--- config.mk ---
export PLATFORM = sky130hd
export DESIGN_NAME = icache_refill_flat
export DESIGN_NICKNAME = d
export VERILOG_FILES = /design/src/rtl/icache_refill_if.sv /design/src/rtl/icache_refill.sv /design/src/flat_wrapper.sv
export SDC_FILE = /design/constraint.sdc
export NUM_CORES = 1
export LEC_CHECK = 0
export ABC_AREA = 1
export BUFFER_PORTS_ARGS = -buffer_cell sky130_fd_sc_hd__buf_2
export CAP_MARGIN = 20
export CORE_UTILIZATION = 58
export CTS_CLUSTER_DIAMETER = 120
export CTS_CLUSTER_SIZE = 24
export DETAILED_ROUTE_END_ITERATION = 6
export MAX_ROUTING_LAYER = met4
export PLACE_DENSITY = 0.86
export SYNTH_ARGS = -nofsm -noshare
export SYNTH_HDL_FRONTEND = slang
export SYNTH_SLANG_ARGS = --single-unit
--- constraint.sdc ---
create_clock -name clk -period 4.6 [get_ports clk]
set_clock_uncertainty 0.05 [all_clocks]
set_input_delay 1.15 -clock clk [delete_from_list [all_inputs] [get_ports clk]]
set_output_delay 1.15 -clock clk [all_outputs]
set_load 0.03 [all_outputs]
--- src/rtl/icache_refill_if.sv ---
// Bus bundle for the instruction refill engine: IF-side request/response, the
// byte-wide RAM port with its arbiter handshake, and the i-cache fill write port.
interface icache_refill_if #(
  parameter int ADDR_W = 32
);
  // Handshakes: req/hit/pc describe one fetch per cycle (no ready; IF stalls on busy).
  // mem_req stays high for the whole burst; mem_gnt is held until mem_req drops, and an
  // address on mem_a counts as issued in every cycle where mem_req && mem_gnt.
  // instr_valid and fill_we are single-cycle strobes, stretched only while rdy is low.
  logic              req;
  logic [ADDR_W-1:0] pc;
  logic              hit;
  logic              flush;
  logic              mem_req;
  logic              mem_gnt;
  logic [ADDR_W-1:0] mem_a;
  logic [7:0]        mem_din;
  logic [31:0]       instr;
  logic              instr_valid;
  logic              fill_we;
  logic [ADDR_W-1:0] fill_addr;
  logic [31:0]       fill_instr;
  logic              busy;

  modport slave (
    input  req, pc, hit, flush, mem_gnt, mem_din,
    output mem_req, mem_a, instr, instr_valid, fill_we, fill_addr, fill_instr, busy
  );

  modport master (
    output req, pc, hit, flush, mem_gnt, mem_din,
    input  mem_req, mem_a, instr, instr_valid, fill_we, fill_addr, fill_instr, busy
  );
endinterface

--- src/rtl/icache_refill.sv ---
// I-cache miss refill: four little-endian byte reads assembled into one word.
// Optional next-line prefetch after each refill when ICACHE_PREFETCH_EN is defined.
module icache_refill #(
  parameter int ADDR_W  = 32,
  parameter int RAM_LAT = 1
) (
  input  logic           clk,
  input  logic           rst,
  input  logic           rdy,
  icache_refill_if.slave bus,
  output logic [2:0]     dbg_state
);
  typedef enum logic [2:0] {
    IDLE     = 3'd0,
    WAIT_GNT = 3'd1,
    BURST    = 3'd2,
    DONE     = 3'd3,
    PREFETCH = 3'd4
  } state_t;

  state_t            state_q, state_d;
  logic [ADDR_W-1:0] base_q, addr_q, pc_aligned;
  logic [2:0]        issue_cnt_q, recv_cnt_q;
  logic [31:0]       asm_q, asm_d, instr_q;
  logic              pf_q;
  logic [RAM_LAT-1:0] pipe_v_q;
  logic [1:0]        pipe_k_q [RAM_LAT];

  logic       miss, issue, land, last;
  logic [1:0] land_k;
  logic       start, clear, pf_start, merge;

  assign miss       = bus.req & ~bus.hit;
  assign pc_aligned = bus.pc & ~ADDR_W'(3);

  // The first byte may go out in WAIT_GNT itself, the cycle the grant arrives.
  assign bus.mem_req = (state_q == WAIT_GNT) ||
                       ((state_q == BURST || state_q == PREFETCH) && issue_cnt_q != 3'd4);
  assign issue  = bus.mem_req & bus.mem_gnt;
  assign land   = pipe_v_q[RAM_LAT-1];
  assign land_k = pipe_k_q[RAM_LAT-1];
  assign last   = land && (recv_cnt_q == 3'd3);

  always_comb begin
    asm_d = asm_q;
    if (land) asm_d[{land_k, 3'b000} +: 8] = bus.mem_din;
  end

  always_comb begin
    state_d  = state_q;
    start    = 1'b0;
    clear    = 1'b0;
    pf_start = 1'b0;
    merge    = 1'b0;
    case (state_q)
      IDLE: if (miss && !bus.flush) start = 1'b1;
      WAIT_GNT, BURST: begin
        if (bus.flush)  clear   = 1'b1;
        else if (last)  state_d = DONE;
        else if (issue) state_d = BURST;
      end
      DONE: begin
        state_d = IDLE;
`ifdef ICACHE_PREFETCH_EN
        if (!bus.flush && !miss) pf_start = 1'b1;
`endif
      end
      PREFETCH: begin
        if (bus.flush) clear = 1'b1;
        else if (miss && pc_aligned != base_q) start = 1'b1;
        else begin
          // A demand miss on the word being prefetched just promotes this burst.
          if (miss) merge = 1'b1;
          if (last) state_d = DONE;
        end
      end
      default: clear = 1'b1;
    endcase
    if (start)         state_d = WAIT_GNT;
    else if (clear)    state_d = IDLE;
    else if (pf_start) state_d = PREFETCH;
  end

  always_ff @(posedge clk) begin
    if (rst) begin
      state_q     <= IDLE;
      base_q      <= '0;
      addr_q      <= '0;
      issue_cnt_q <= 3'd0;
      recv_cnt_q  <= 3'd0;
      asm_q       <= 32'd0;
      instr_q     <= 32'd0;
      pf_q        <= 1'b0;
      pipe_v_q    <= '0;
      for (int i = 0; i < RAM_LAT; i++) pipe_k_q[i] <= 2'd0;
    end else if (rdy) begin
      state_q <= state_d;
      asm_q   <= asm_d;
      // Any restart drops bytes still in flight so they never reach a lane.
      if (start || clear || pf_start) begin
        issue_cnt_q <= 3'd0;
        recv_cnt_q  <= 3'd0;
        pipe_v_q    <= '0;
      end else begin
        issue_cnt_q <= issue_cnt_q + {2'b00, issue};
        recv_cnt_q  <= recv_cnt_q + {2'b00, land};
        pipe_v_q[0] <= issue;
        pipe_k_q[0] <= issue_cnt_q[1:0];
        for (int i = 1; i < RAM_LAT; i++) begin
          pipe_v_q[i] <= pipe_v_q[i-1];
          pipe_k_q[i] <= pipe_k_q[i-1];
        end
        if (issue && issue_cnt_q != 3'd3) addr_q <= addr_q + ADDR_W'(1);
      end
      if (start) begin
        base_q <= pc_aligned;
        addr_q <= pc_aligned;
        pf_q   <= 1'b0;
      end else if (pf_start) begin
        base_q <= base_q + ADDR_W'(4);
        addr_q <= base_q + ADDR_W'(4);
        pf_q   <= 1'b1;
      end
      if (merge) pf_q <= 1'b0;
      if (state_d == DONE && state_q != DONE) instr_q <= asm_d;
    end
  end

  assign bus.busy        = (state_q == WAIT_GNT) || (state_q == BURST) ||
                           (state_q == PREFETCH && !pf_q);
  assign bus.instr_valid = (state_q == DONE) && !pf_q;
  assign bus.fill_we     = (state_q == DONE);
  assign bus.fill_addr   = base_q;
  assign bus.mem_a       = addr_q;
  assign bus.instr       = instr_q;
  assign bus.fill_instr  = instr_q;
  assign dbg_state       = state_q;
endmodule
--- src/flat_wrapper.sv ---
// flat-port wrapper written by rule: the top's interface ports become plain ports
module icache_refill_flat 
#(
  parameter int ADDR_W  = 32,
  parameter int RAM_LAT = 1
)
  (clk, rst, rdy, dbg_state, bus_req, bus_pc, bus_hit, bus_flush, bus_mem_gnt, bus_mem_din, bus_mem_req, bus_mem_a, bus_instr, bus_instr_valid, bus_fill_we, bus_fill_addr, bus_fill_instr, bus_busy);
  icache_refill_if #(.ADDR_W(ADDR_W)) bus_i ();
  input  logic clk;
  input  logic rst;
  input  logic rdy;
  output logic [2:0] dbg_state;
  input wire logic [$bits(bus_i.req)-1:0] bus_req;
  input wire logic [$bits(bus_i.pc)-1:0] bus_pc;
  input wire logic [$bits(bus_i.hit)-1:0] bus_hit;
  input wire logic [$bits(bus_i.flush)-1:0] bus_flush;
  input wire logic [$bits(bus_i.mem_gnt)-1:0] bus_mem_gnt;
  input wire logic [$bits(bus_i.mem_din)-1:0] bus_mem_din;
  output wire logic [$bits(bus_i.mem_req)-1:0] bus_mem_req;
  output wire logic [$bits(bus_i.mem_a)-1:0] bus_mem_a;
  output wire logic [$bits(bus_i.instr)-1:0] bus_instr;
  output wire logic [$bits(bus_i.instr_valid)-1:0] bus_instr_valid;
  output wire logic [$bits(bus_i.fill_we)-1:0] bus_fill_we;
  output wire logic [$bits(bus_i.fill_addr)-1:0] bus_fill_addr;
  output wire logic [$bits(bus_i.fill_instr)-1:0] bus_fill_instr;
  output wire logic [$bits(bus_i.busy)-1:0] bus_busy;
  assign bus_i.req = bus_req;
  assign bus_i.pc = bus_pc;
  assign bus_i.hit = bus_hit;
  assign bus_i.flush = bus_flush;
  assign bus_i.mem_gnt = bus_mem_gnt;
  assign bus_i.mem_din = bus_mem_din;
  assign bus_mem_req = bus_i.mem_req;
  assign bus_mem_a = bus_i.mem_a;
  assign bus_instr = bus_i.instr;
  assign bus_instr_valid = bus_i.instr_valid;
  assign bus_fill_we = bus_i.fill_we;
  assign bus_fill_addr = bus_i.fill_addr;
  assign bus_fill_instr = bus_i.fill_instr;
  assign bus_busy = bus_i.busy;
  icache_refill #(.ADDR_W(ADDR_W), .RAM_LAT(RAM_LAT)) u_core (.clk(clk), .rst(rst), .rdy(rdy), .bus(bus_i), .dbg_state(dbg_state));
endmodule
# After elaboration in Yosys (flattened, before gate mapping)
# Memory sizes are Yosys's and may differ from the RTL's.
# Cells that the tools add are included.
# op_classes
mux	37
bitwise	3
n_reduce_logical	26
shift	2
n_addsub	4
eq_ne	11
# ops
operator	count
$mux W32	4
$add A32 B1 Y32 const B	1
$bwmux W32	1
$shift A8 B7 Y32 const A	1
$shiftx A8 B7 Y32	1
$mux W3	10
$ne A30 B30 Y1	1
$mux W1	18
$eq A3 B2 Y1 const B	4
$pmux W3 S3	1
$logic_and A1 B1 Y1	8
$neg A5 Y7	1
$add A3 B1 Y3	2
$ne A3 B2 Y1 const B	2
$reduce_and A2 Y1	3
$reduce_or A2 Y1	3
$logic_or A1 B1 Y1	5
$pmux W1 S2	2
$reduce_bool A2 Y1	2
$eq A3 B1 Y1 const B	1
$eq A3 B3 Y1 const B	1
$logic_not A3 Y1	1
$ne A3 B3 Y1 const B	1
$reduce_and A3 Y1	1
6 further kinds	8
# word_totals
output_inout_bits	135
memories	1
ram_bits	2
elab_cells	93
inputBits	47
register_bits	137
# mem_list
name	depth	word_bits	read_ports	rd_clocked_by_memory_dff	wr	line	source
u_core.pipe_k_q	1	2	1	0	1	icache_refill.sv:27	logic [1:0] pipe_k_q [RAM_LAT];

# Longest topological paths before layout
# Gate-level depths: netlist (run 1).
# logic_depth
depth_word	14
depth_mapped	18
depth_no_buf	17

# Least setup slack after synthesis (run 1)
# OpenSTA, ideal clock, no wires.
# synth_timing
path_type	in2reg
from	input port bus_pc[31]
to	register u_core.instr_q[23], in the netlist u_core.bus.fill_instr[23]
setup_ns	0.113
slack_ns	1.869
arrival_ns	2.568
t_required_ns	4.437
stages	14
cell_sequence	xor2_1 nor2_1 nand3_1 nor2_2 nand3_2 nand3_4 nand2_2 nor2_2 nand2_1 nor2_4 clkbuf_8 nand3_1 nand2_1 nor2_1
# synth_between
elab_chain_cells	10
word_cells_on_any_way	13
classes_between	eq/ne: 2; mux: 8; reduce/logical: 3
# synth_lines
item	line	source
start, declared	flat_wrapper.sv:14	input wire logic [$bits(bus_i.pc)-1:0] bus_pc;
$ne A30 B30 Y1 (*)	icache_refill.sv:70	else if (miss && pc_aligned != base_q) start = 1'b1;
$logic_and A1 B1 Y1 (*)	icache_refill.sv:70	
$mux W3	icache_refill.sv:70	
$mux W3	icache_refill.sv:69	if (bus.flush) clear = 1'b1;
$pmux W3 S3	icache_refill.sv:55	case (state_q)
$mux W3	icache_refill.sv:80	else if (clear) state_d = IDLE;
$mux W3 (*)	icache_refill.sv:79	if (start) state_d = WAIT_GNT;
$eq A3 B2 Y1 (*)	icache_refill.sv:125	if (state_d == DONE && state_q != DONE) instr_q <= asm_d;
$logic_and A1 B1 Y1 (*)	icache_refill.sv:125	
$reduce_and A2 Y1 (no line) (*)	--	
end signal, assigned	icache_refill.sv:125	
end, declared	icache_refill.sv:24	logic [31:0] asm_q, asm_d, instr_q;
# Every way passes the cells marked *; elsewhere a longest branch is shown, timed or not.
# A chain may end at the register's enable or synchronous reset.

# Worst setup path in the final report (run 1)
# layout_timing
from	input port bus_pc[31]
to	register u_core.addr_q[9], in the netlist u_core.bus.mem_a[9]
# layout_between
elab_chain_cells	8
word_cells_on_any_way	10
classes_between	eq/ne: 2; mux: 4; reduce/logical: 4
# layout_lines
item	line	source
$ne A30 B30 Y1 (*)	icache_refill.sv:70	
$logic_and A1 B1 Y1 (*)	icache_refill.sv:70	
$mux W1 (*)	icache_refill.sv:70	
$mux W1 (*)	icache_refill.sv:69	
$pmux W1 S2 (*)	icache_refill.sv:55	
$logic_or A1 B1 Y1	icache_refill.sv:100	if (start || clear || pf_start) begin
$ne A2 B1 Y1 (no line)	--	
$reduce_and A3 Y1 (no line)	--	
end signal, assigned	icache_refill.sv:113	if (issue && issue_cnt_q != 3'd3) addr_q <= addr_q + ADDR_W'(1);
end signal, assigned	icache_refill.sv:117	addr_q <= pc_aligned;
end signal, assigned	icache_refill.sv:121	addr_q <= base_q + ADDR_W'(4);
end, declared	icache_refill.sv:22	logic [ADDR_W-1:0] base_q, addr_q, pc_aligned;
# Marks and branches as above.

==> summary.md, run 1 <==
| Metric | Value |
|---|---|
| Slew @ Worst Pin | 1.01 ns |
| Skew-Pair Late Insertion Delay | 0.42 ns |
| Wire length of the first global-routing pass | 30400 um |
| Wirelength, routed | 19100 um |
| Share of flip-flops with an asynchronous set or reset | 0% |
| Die width | 116 um |
| CP cell instances | buf_2 -> xor2_1 -> nor2_1 -> nand3_1 -> nor2_2 -> nand3_2 -> nand3_4 -> inv_1 -> nand2_2 -> nand2_1 -> buf_4 -> o21ai_0 -> a31oi_1 |
| Fin. max-slew vios | 0 |
| Status | completed |
| Pwr Density | 369 nW/um^2 |
| RSZ-0062 raised after global routing | no |
| Critical Path Slowest Stage Cell | nand2_2 |
| Most frequent cell after synthesis | nand2_1 |
| DR WL/cell | 14.2 um |
| Peak Freq | 0.287 GHz |
| Max Cap Viol | 0 |
| Die Span Y | 116 um |
| I/O Buffers | 177 |
| Peak supply drop | 238 uV |
| Post-synth EDFFs | 2 |
| GR Overflow Total | 0 |
| Synth unique cells | 38 |
| Full die area | 13300 um^2 |
| Startpoint types | input port |
| CP Max Fanout | 61 |
| Cells after DPL | 1312 |
| Top_reg_cell synth | dfxtp_1 |
| Core Util, Final | 68.7% |
| Non-filler instance count after layout | 1344 |
| Rel. slew slack | 32.8% |
| Nets | 1216 |
| Row cnt | 41 |
| Mapped Area | 7470 um^2 |
| GPL Wtd Cong | 0.926 |
| Leak | 3.77 nW |
| Yosys reg bits | 138 |
| Number of buffers created by CTS | 17 |
| Residual DRC | 0 |
| TritonRoute pass-1 iters | 6 |
| Setup Buffers After CTS | 0 |
| Vias per cell | 5.44 |
| Final period util | 75.7% |
| Gr usage total | 29.7% |
| Maximum root-to-sink buffer count | 2 |
| Min Tclk post-route | 3.48 ns |
| Crit path DAT | 3.71 ns |
| Largest net degree at the start of global routing | 62 |
| Routed Antenna Nets | 0 |
| CTS root buf | clkbuf_16 |
| Area growth syn-to-layout | 15.6% |
| CP top delay family | simple AND/OR/NAND/NOR gates |
| Min-Delay Path Class | reg -> reg |
| H-tree level count | 4 |
| Drt initial violations | 727 |
| Commonest cells post-synth | nand2_1, dfxtp_1, nor2_1 |
| Initial antenna violation count | 1 |
| Number of fill cells | 1008 |
| CTS Hold Bufs | 0 |
| Yosys top cell by area | dfxtp_1 |
| Tot Pwr | 0.00318 W |
| Final hold vios | 0 |
| Synth warn | 0 |
| Num ports | 182 |
| Reg area | 2780 um^2 |
| Number of global-route vias before repair | 6294 |
| Top-area cell type share of the netlist area | 36.4% |
| Via count | 7310 |
| PostCTS Resize Cnt | 0 |
| Slowest Stage Delay on Critical Path | 0.38 ns |
| Worst Setup End Kind | register |
| Setup TNS | 0 ns |
| Post-DP HPWL | 13100 um |
| Final setup fails | 0 |
| Clock sinks | 138 |
| Synth Instances | 1041 |
| Synthesized area per cell | 7.18 um^2 |
| Footprint of the multi-input gates | 3790 um^2 |
| Critical path buffers and inverters | 3 |
| Starting Density | 59.5% |
| Sequential area share after synthesis | 37.2% |
| Clock slew at reported path FFs | 0.06 ns |
| Ranking of synthesized cells by area | dfxtp_1, nand2_1, nor2_1, nand3_1, o21ai_0 |
| Share of cells above drive strength 1 | 23.0% |
| Core Box Area | 12600 um^2 |
| Setup CP Type | in -> reg |
| Worst Path Required | 4.83 ns |
| CTS tree | built |
-- cells by family after synthesis --
kind of cell	share of synthesized area [%]
XOR/XNOR	5.51
AND/OR/NAND/NOR	28.9
AO/OA/AOI/OAI	14.5
flip-flops	37.2
buffers and inverters	12.2
adder cells (fa/ha/maj)	1.67
other	0.0502
-- registers in the layout, summed over array words and instances (netlist names) --
| name | count |
|---|---|
| u_core.bus.mem_a | 32 |
| u_core.issue_cnt_q | 3 |
| u_core.asm_q | 32 |
| u_core.dbg_state | 3 |
| u_core.land | 1 |
| u_core.recv_cnt_q | 3 |
| u_core.pipe_k_q | 2 |
| u_core.bus.fill_addr | 30 |
| u_core.bus.fill_instr | 32 |
-- worst paths after layout --
kind / slack, ns / cells after the start / startpoint / to
worst min-delay path: 0.43 / 2 / u_core.asm_q[27]$_SDFFE_PP0P_ / u_core.asm_q[27]$_SDFFE_PP0P_
worst min register to register: 0.43 / 2 / u_core.asm_q[27]$_SDFFE_PP0P_ / u_core.asm_q[27]$_SDFFE_PP0P_
worst max-delay path: 1.12 / 13 / bus_pc[31] / u_core.bus.mem_a[9]$_SDFFE_PP0P_
worst max register to register: 1.61 / 12 / u_core.bus.fill_addr[31]$_SDFFE_PP0P_ / u_core.bus.mem_a[9]$_SDFFE_PP0P_
-- where the power goes --
part	switching, W	internal, W
Sequential	0.0000664	0.00125
Clock	0.000498	0.000777
Combinational	0.000421	0.000168
Total	0.000985	0.00220
-- metal layers --
metal	up-vias	global-route usage (%)	part of all wire (%)
li1	3639	-	-
met1	3319	40.3	46
met2	316	43.3	44
met3	36	7.01	7.8
met4	0	10.0	2.3
met5	-	-	0
-- per-stage QoR --
step	area (um^2)	hold slack, ns	setup slack [ns]
finish	8640	0.427	1.12
global route	8640	0.450	0.894
CTS	8640	0.428	1.16
detailed placement	8090	0.419	0.727
global placement	8090	0.414	0.815
floorplan	7480	0.405	1.87
-- placed cells by master, fill, tap and decap left out, types with 10 or more instances in the layout --
cell type  instances
a21oi_1           41
a22oi_1           19
a31oi_1           22
buf_2            177
clkbuf_16         17
dfxtp_1          136
ha_1              10
inv_1             89
inv_2             10
nand2_1          204
nand3_1           79
nand3_2           18
nand4_1           10
nor2_1           109
nor2_2            13
nor3_1            17
o21ai_0           71
o22ai_1           28
xnor2_1           25
xor2_1            22
-- worst reg2reg max path, cell delays in order (launching register included) --
cell     delay (ns)
dfxtp_1        0.33
xor2_1         0.18
nor2_1         0.22
nand3_1        0.12
nor2_2         0.27
nand3_2        0.15
nand3_4        0.27
inv_1          0.16
nand2_2        0.38
nand2_1        0.09
buf_4          0.31
o21ai_0        0.26
a31oi_1        0.06
-- layout make-up --
type,count,share of cell area [%]
antenna,1,0.0290
clock buffer,23,5.53
clock inverter,8,0.811
inverter,99,4.30
multi-input combinational,720,43.8
sequential,138,32.2
tap,172,2.49
timing repair buffer,183,10.8
(Power assumes the default switching activity.)
==> run 2, diff against run 1 <==
--- a/config.mk
+++ b/config.mk
@@ -5,15 +5,15 @@
 export SDC_FILE = /design/constraint.sdc
 export NUM_CORES = 1
 export LEC_CHECK = 0
-export ABC_AREA = 1
+export ABC_AREA = 0
 export BUFFER_PORTS_ARGS = -buffer_cell sky130_fd_sc_hd__buf_2
 export CAP_MARGIN = 20
-export CORE_UTILIZATION = 58
+export CORE_UTILIZATION = 48
 export CTS_CLUSTER_DIAMETER = 120
 export CTS_CLUSTER_SIZE = 24
 export DETAILED_ROUTE_END_ITERATION = 6
 export MAX_ROUTING_LAYER = met4
-export PLACE_DENSITY = 0.86
+export PLACE_DENSITY = 0.76
 export SYNTH_ARGS = -nofsm -noshare
 export SYNTH_HDL_FRONTEND = slang
 export SYNTH_SLANG_ARGS = --single-unit
==> constraint.sdc (replaced) <==
create_clock -name clk -period 3.15 [get_ports clk]
set_clock_uncertainty 0.05 [all_clocks]
set_input_delay 0.7875 -clock clk [delete_from_list [all_inputs] [get_ports clk]]
set_output_delay 0.7875 -clock clk [all_outputs]
set_load 0.03 [all_outputs]
==> summary.md, run 2 <==
| Metric | Value |
|---|---|
| Status | completed |
| Starting Density | 49.8% (-9.7 points) |
| Rel. slew slack | 51.8% (+19 points) |
| Die width | 123 um (+6.4%) |
| Number of global-route vias before repair | 6107 (-3.0%) |
| Vias per cell | 5.72 (+5.2%) |
| RSZ-0062 raised after global routing | no |
| Area growth syn-to-layout | 24.8% |
| Final period util | 94.3% |
| Yosys reg bits | 138 (unchanged) |
| Pwr Density | 502 nW/um^2 (+36%) |
| Row cnt | 43 (+4.9%) |
| Setup CP Type | in -> reg |
| Largest family of logic cells by synthesized area | compound AO/OA/AOI/OAI gates |
| Via count | 6709 (-8.2%) |
| Die Span Y | 123 um (+6.4%) |
| Slowest Stage Delay on Critical Path | 0.64 ns (+0.26 ns) |
| Worst Path Required | 3.44 ns (-1.39 ns) |
| Commonest cells after routing, fill and taps aside | buf_2, dfxtp_1, nor2_1 |
| Peak Freq | 0.337 GHz |
| CTS root buf | clkbuf_16 |
| Share of synthesized area spent on multiplexers | 6.33% (+6.3 points) |
| Max Cap Viol | 0 (unchanged) |
| Ranking of synthesized cells by area | dfxtp_1, a211oi_1, mux2i_1, a21oi_1, nor2_1 |
| Peak supply drop | 340 uV (+43%) |
| Nets | 1036 (-15%) |
| Synthesized area per cell | 8.65 um^2 (+20%) |
| Worst hold path stage count | 2 (unchanged) |
| Clock slew at reported path FFs | 0.06 ns (about the same) |
| WHS Endpoint | u_core.asm_q[27]$_SDFFE_PP0P_ |
| Wire length of the first global-routing pass | 31200 um (+2.6%) |
| Crit path DAT | 3.26 ns (-0.45 ns) |
| Top-area cell type share of the netlist area | 38.8% (+2.4 points) |
| Yosys top cell by area | dfxtp_1 |
| Clock sinks | 138 (unchanged) |
| Sequential area share after synthesis | 39.6% (+2.4 points) |
| Number of fill cells | 1256 (+25%) |
| Slew @ Worst Pin | 0.724 ns (-0.283 ns) |
| Mapped Area | 7020 um^2 (-6.1%) |
| Tot Pwr | 0.00440 W (+38%) |
| CTS Hold Bufs | 0 (unchanged) |
| Most frequent cell after synthesis | dfxtp_1 |
| R2R Path Start | u_core.bus.fill_addr[15]$_SDFFE_PP0P_ |
| Min Tclk post-route | 2.97 ns |
| Number of buffers created by CTS | 17 (unchanged) |
| Synth unique cells | 55 (+45%) |
| Synth Area in Simple Gates | 15.0% (-14 points) |
| Post-DP HPWL | 13800 um (+5.3%) |
| Xor/xnor share of the synthesized area | 3.99% (-1.5 points) |
| Routed Antenna Nets | 0 (unchanged) |
| GPL Wtd Cong | 0.933 (+0.77%) |
| HP Start | u_core.asm_q[27]$_SDFFE_PP0P_ |
| Fin. max-slew vios | 0 (unchanged) |
| Full die area | 15100 um^2 (+13%) |
| H-tree level count | 4 (unchanged) |
| CTS tree | built |
| Min-Delay Path Class | reg -> reg |
| Setup WS post-layout | 0.180 ns (-0.938 ns) |
| Share of flip-flops with an asynchronous set or reset | 0% (unchanged) |
| Commonest cells post-synth | dfxtp_1, nor2_1, a211oi_1 |
| Drt initial violations | 613 (-16%) |
| Worst Setup End Kind | register |
| Commonest non-fill, non-tap cell in the layout | buf_2 |
| CP cell instances | buf_2 -> xor2_1 -> nor4_1 -> nand2_1 -> or4_1 -> buf_4 -> nand2_2 -> buf_4 -> o21ai_0 -> a221oi_1 |
| Setup Buffers After CTS | 0 (unchanged) |
| GR Overflow Total | 0 (unchanged) |
| Synth warn | 0 (unchanged) |
| Wirelength, routed | 19700 um (+2.9%) |
| FF-to-FF setup slack | 0.29 ns (-1.32 ns) |
| Leak | 3.93 nW (+4.2%) |
| Skew-Pair Late Insertion Delay | 0.43 ns (about the same) |
| PostCTS Resize Cnt | 0 (unchanged) |
| CP dominant cell by count | buf_4 |
| Gr usage total | 27.6% (-2.2 points) |
| Startpoint types | input port |
| CP Max Fanout | 12 (-80%) |
| Final setup fails | 0 (unchanged) |
| Residual DRC | 0 (unchanged) |
| End of the worst register-to-register path | u_core.bus.mem_a[26]$_SDFFE_PP0P_ |
| Critical Path Slowest Stage Cell | or4_1 |
| Setup slack after placement | -0.259 ns (-0.986 ns) |
| Num ports | 182 (unchanged) |
| Largest net degree at the start of global routing | 77 (+24%) |
| Maximum root-to-sink buffer count | 2 (unchanged) |
| I/O Buffers | 177 (unchanged) |
| TritonRoute pass-1 iters | 7 (+1) |
| Post-synth EDFFs | 2 (unchanged) |
| Initial antenna violation count | 1 (unchanged) |
| Synth Instances | 812 (-22%) |
| Post-Synth Adder-Cell Area | 1.78% (+0.11 points) |
| Final hold vios | 0 (unchanged) |
| DR WL/cell | 16.8 um (+18%) |
| Share of cells above drive strength 1 | 28.7% (+5.8 points) |
| Hold_ws | 0.437 ns (+0.00943 ns) |
| Core Box Area | 14100 um^2 (+12%) |
| Complex-gate fraction of the synthesized area | 24.2% (+9.7 points) |
| R2R cell count | 9 (-3) |
| Top_reg_cell synth | dfxtp_1 |
==> run 2: cell count changes after synthesis, moves of 17 or more <==
cell      delta
a211oi_1    +66
a21oi_1     +30
a31oi_1     -17
inv_1       -60
mux2i_1     +41
nand2_1    -171
nand3_1     -60
nand3_2     -18
o21ai_0     -58
o22ai_1     -26
o32ai_1     +22
xnor2_1     -23
==> run 2: logic make-up after synthesis <==
family,after synthesis
xor+xnor,32
compound gates,246
flops,138
fa+ha+maj,10
buf+inv,122
mux,44
other cells,1
simple gates,219
==> run 2: final cells by class <==
class / count / area, um^2 / share of cell area, %
antenna: 1 / 2.50 / 0.0286
clock buffer: 18 / 439 / 5.01
clock inverter: 14 / 156 / 1.78
inverter: 29 / 109 / 1.24
multi-input combinational: 553 / 3610 / 41.2
sequential: 138 / 2780 / 31.8
tap: 180 / 225 / 2.57
timing repair buffer: 240 / 1440 / 16.4
==> run 2: worst max path at each step <==
stage | startpoint | endpoint | slack [ns]
CTS | bus_pc[9] | u_core.bus.mem_a[28]$_SDFFE_PP0P_ | 0.18
finish | bus_pc[15] | u_core.bus.mem_a[26]$_SDFFE_PP0P_ | 0.18
global route | bus_pc[9] | u_core.bus.mem_a[22]$_SDFFE_PP0P_ | 0.01
floorplan | u_core.dbg_state[2]$_SDFFE_PP0P_ | u_core.bus.fill_instr[10]$_SDFFE_PP0P_ | 0.02
detailed placement | bus_pc[9] | u_core.bus.mem_a[22]$_SDFFE_PP0P_ | -0.26
global placement | bus_pc[9] | u_core.bus.mem_a[28]$_SDFFE_PP0P_ | -0.25
==> run 2: power by group <==
group	switching (W)	internal [W]
Combinational	0.000337	0.000197
Clock	0.000875	0.00114
Sequential	0.0000424	0.00180
Total	0.00125	0.00314
==> run 2: metal layers <==
metal	up-vias	wire [um]	track usage, %
met4	0	315	8.23
met3	28	1360	5.81
met2	277	9230	43.8
li1	3279	-	-
met1	3125	8750	35.2
met5	-	0	-
==> run 2: worst max-delay path: cells and delay by family <==
| kind | cells | cell delay, ns |
|---|---|---|
| AND/OR/NAND/NOR | 4 | 1.39 |
| buffers and inverters | 3 | 0.55 |
| AO/OA/AOI/OAI | 2 | 0.39 |
| XOR/XNOR | 1 | 0.14 |
==> run 2: per-stage QoR <==
step / area, um^2 / TNS, ns / std cells / util, %
after floorplan: 7020 / 0 / 813 / -
after detailed placement: 8160 / -10.35 / 1140 / 57.9
final: 8760 / 0 / 1173 / 62.2
after global placement: 8160 / -9.13 / 1140 / 57.9
after CTS: 8760 / 0 / 1172 / 62.1
after global routing: 8760 / 0 / 1173 / 62.2
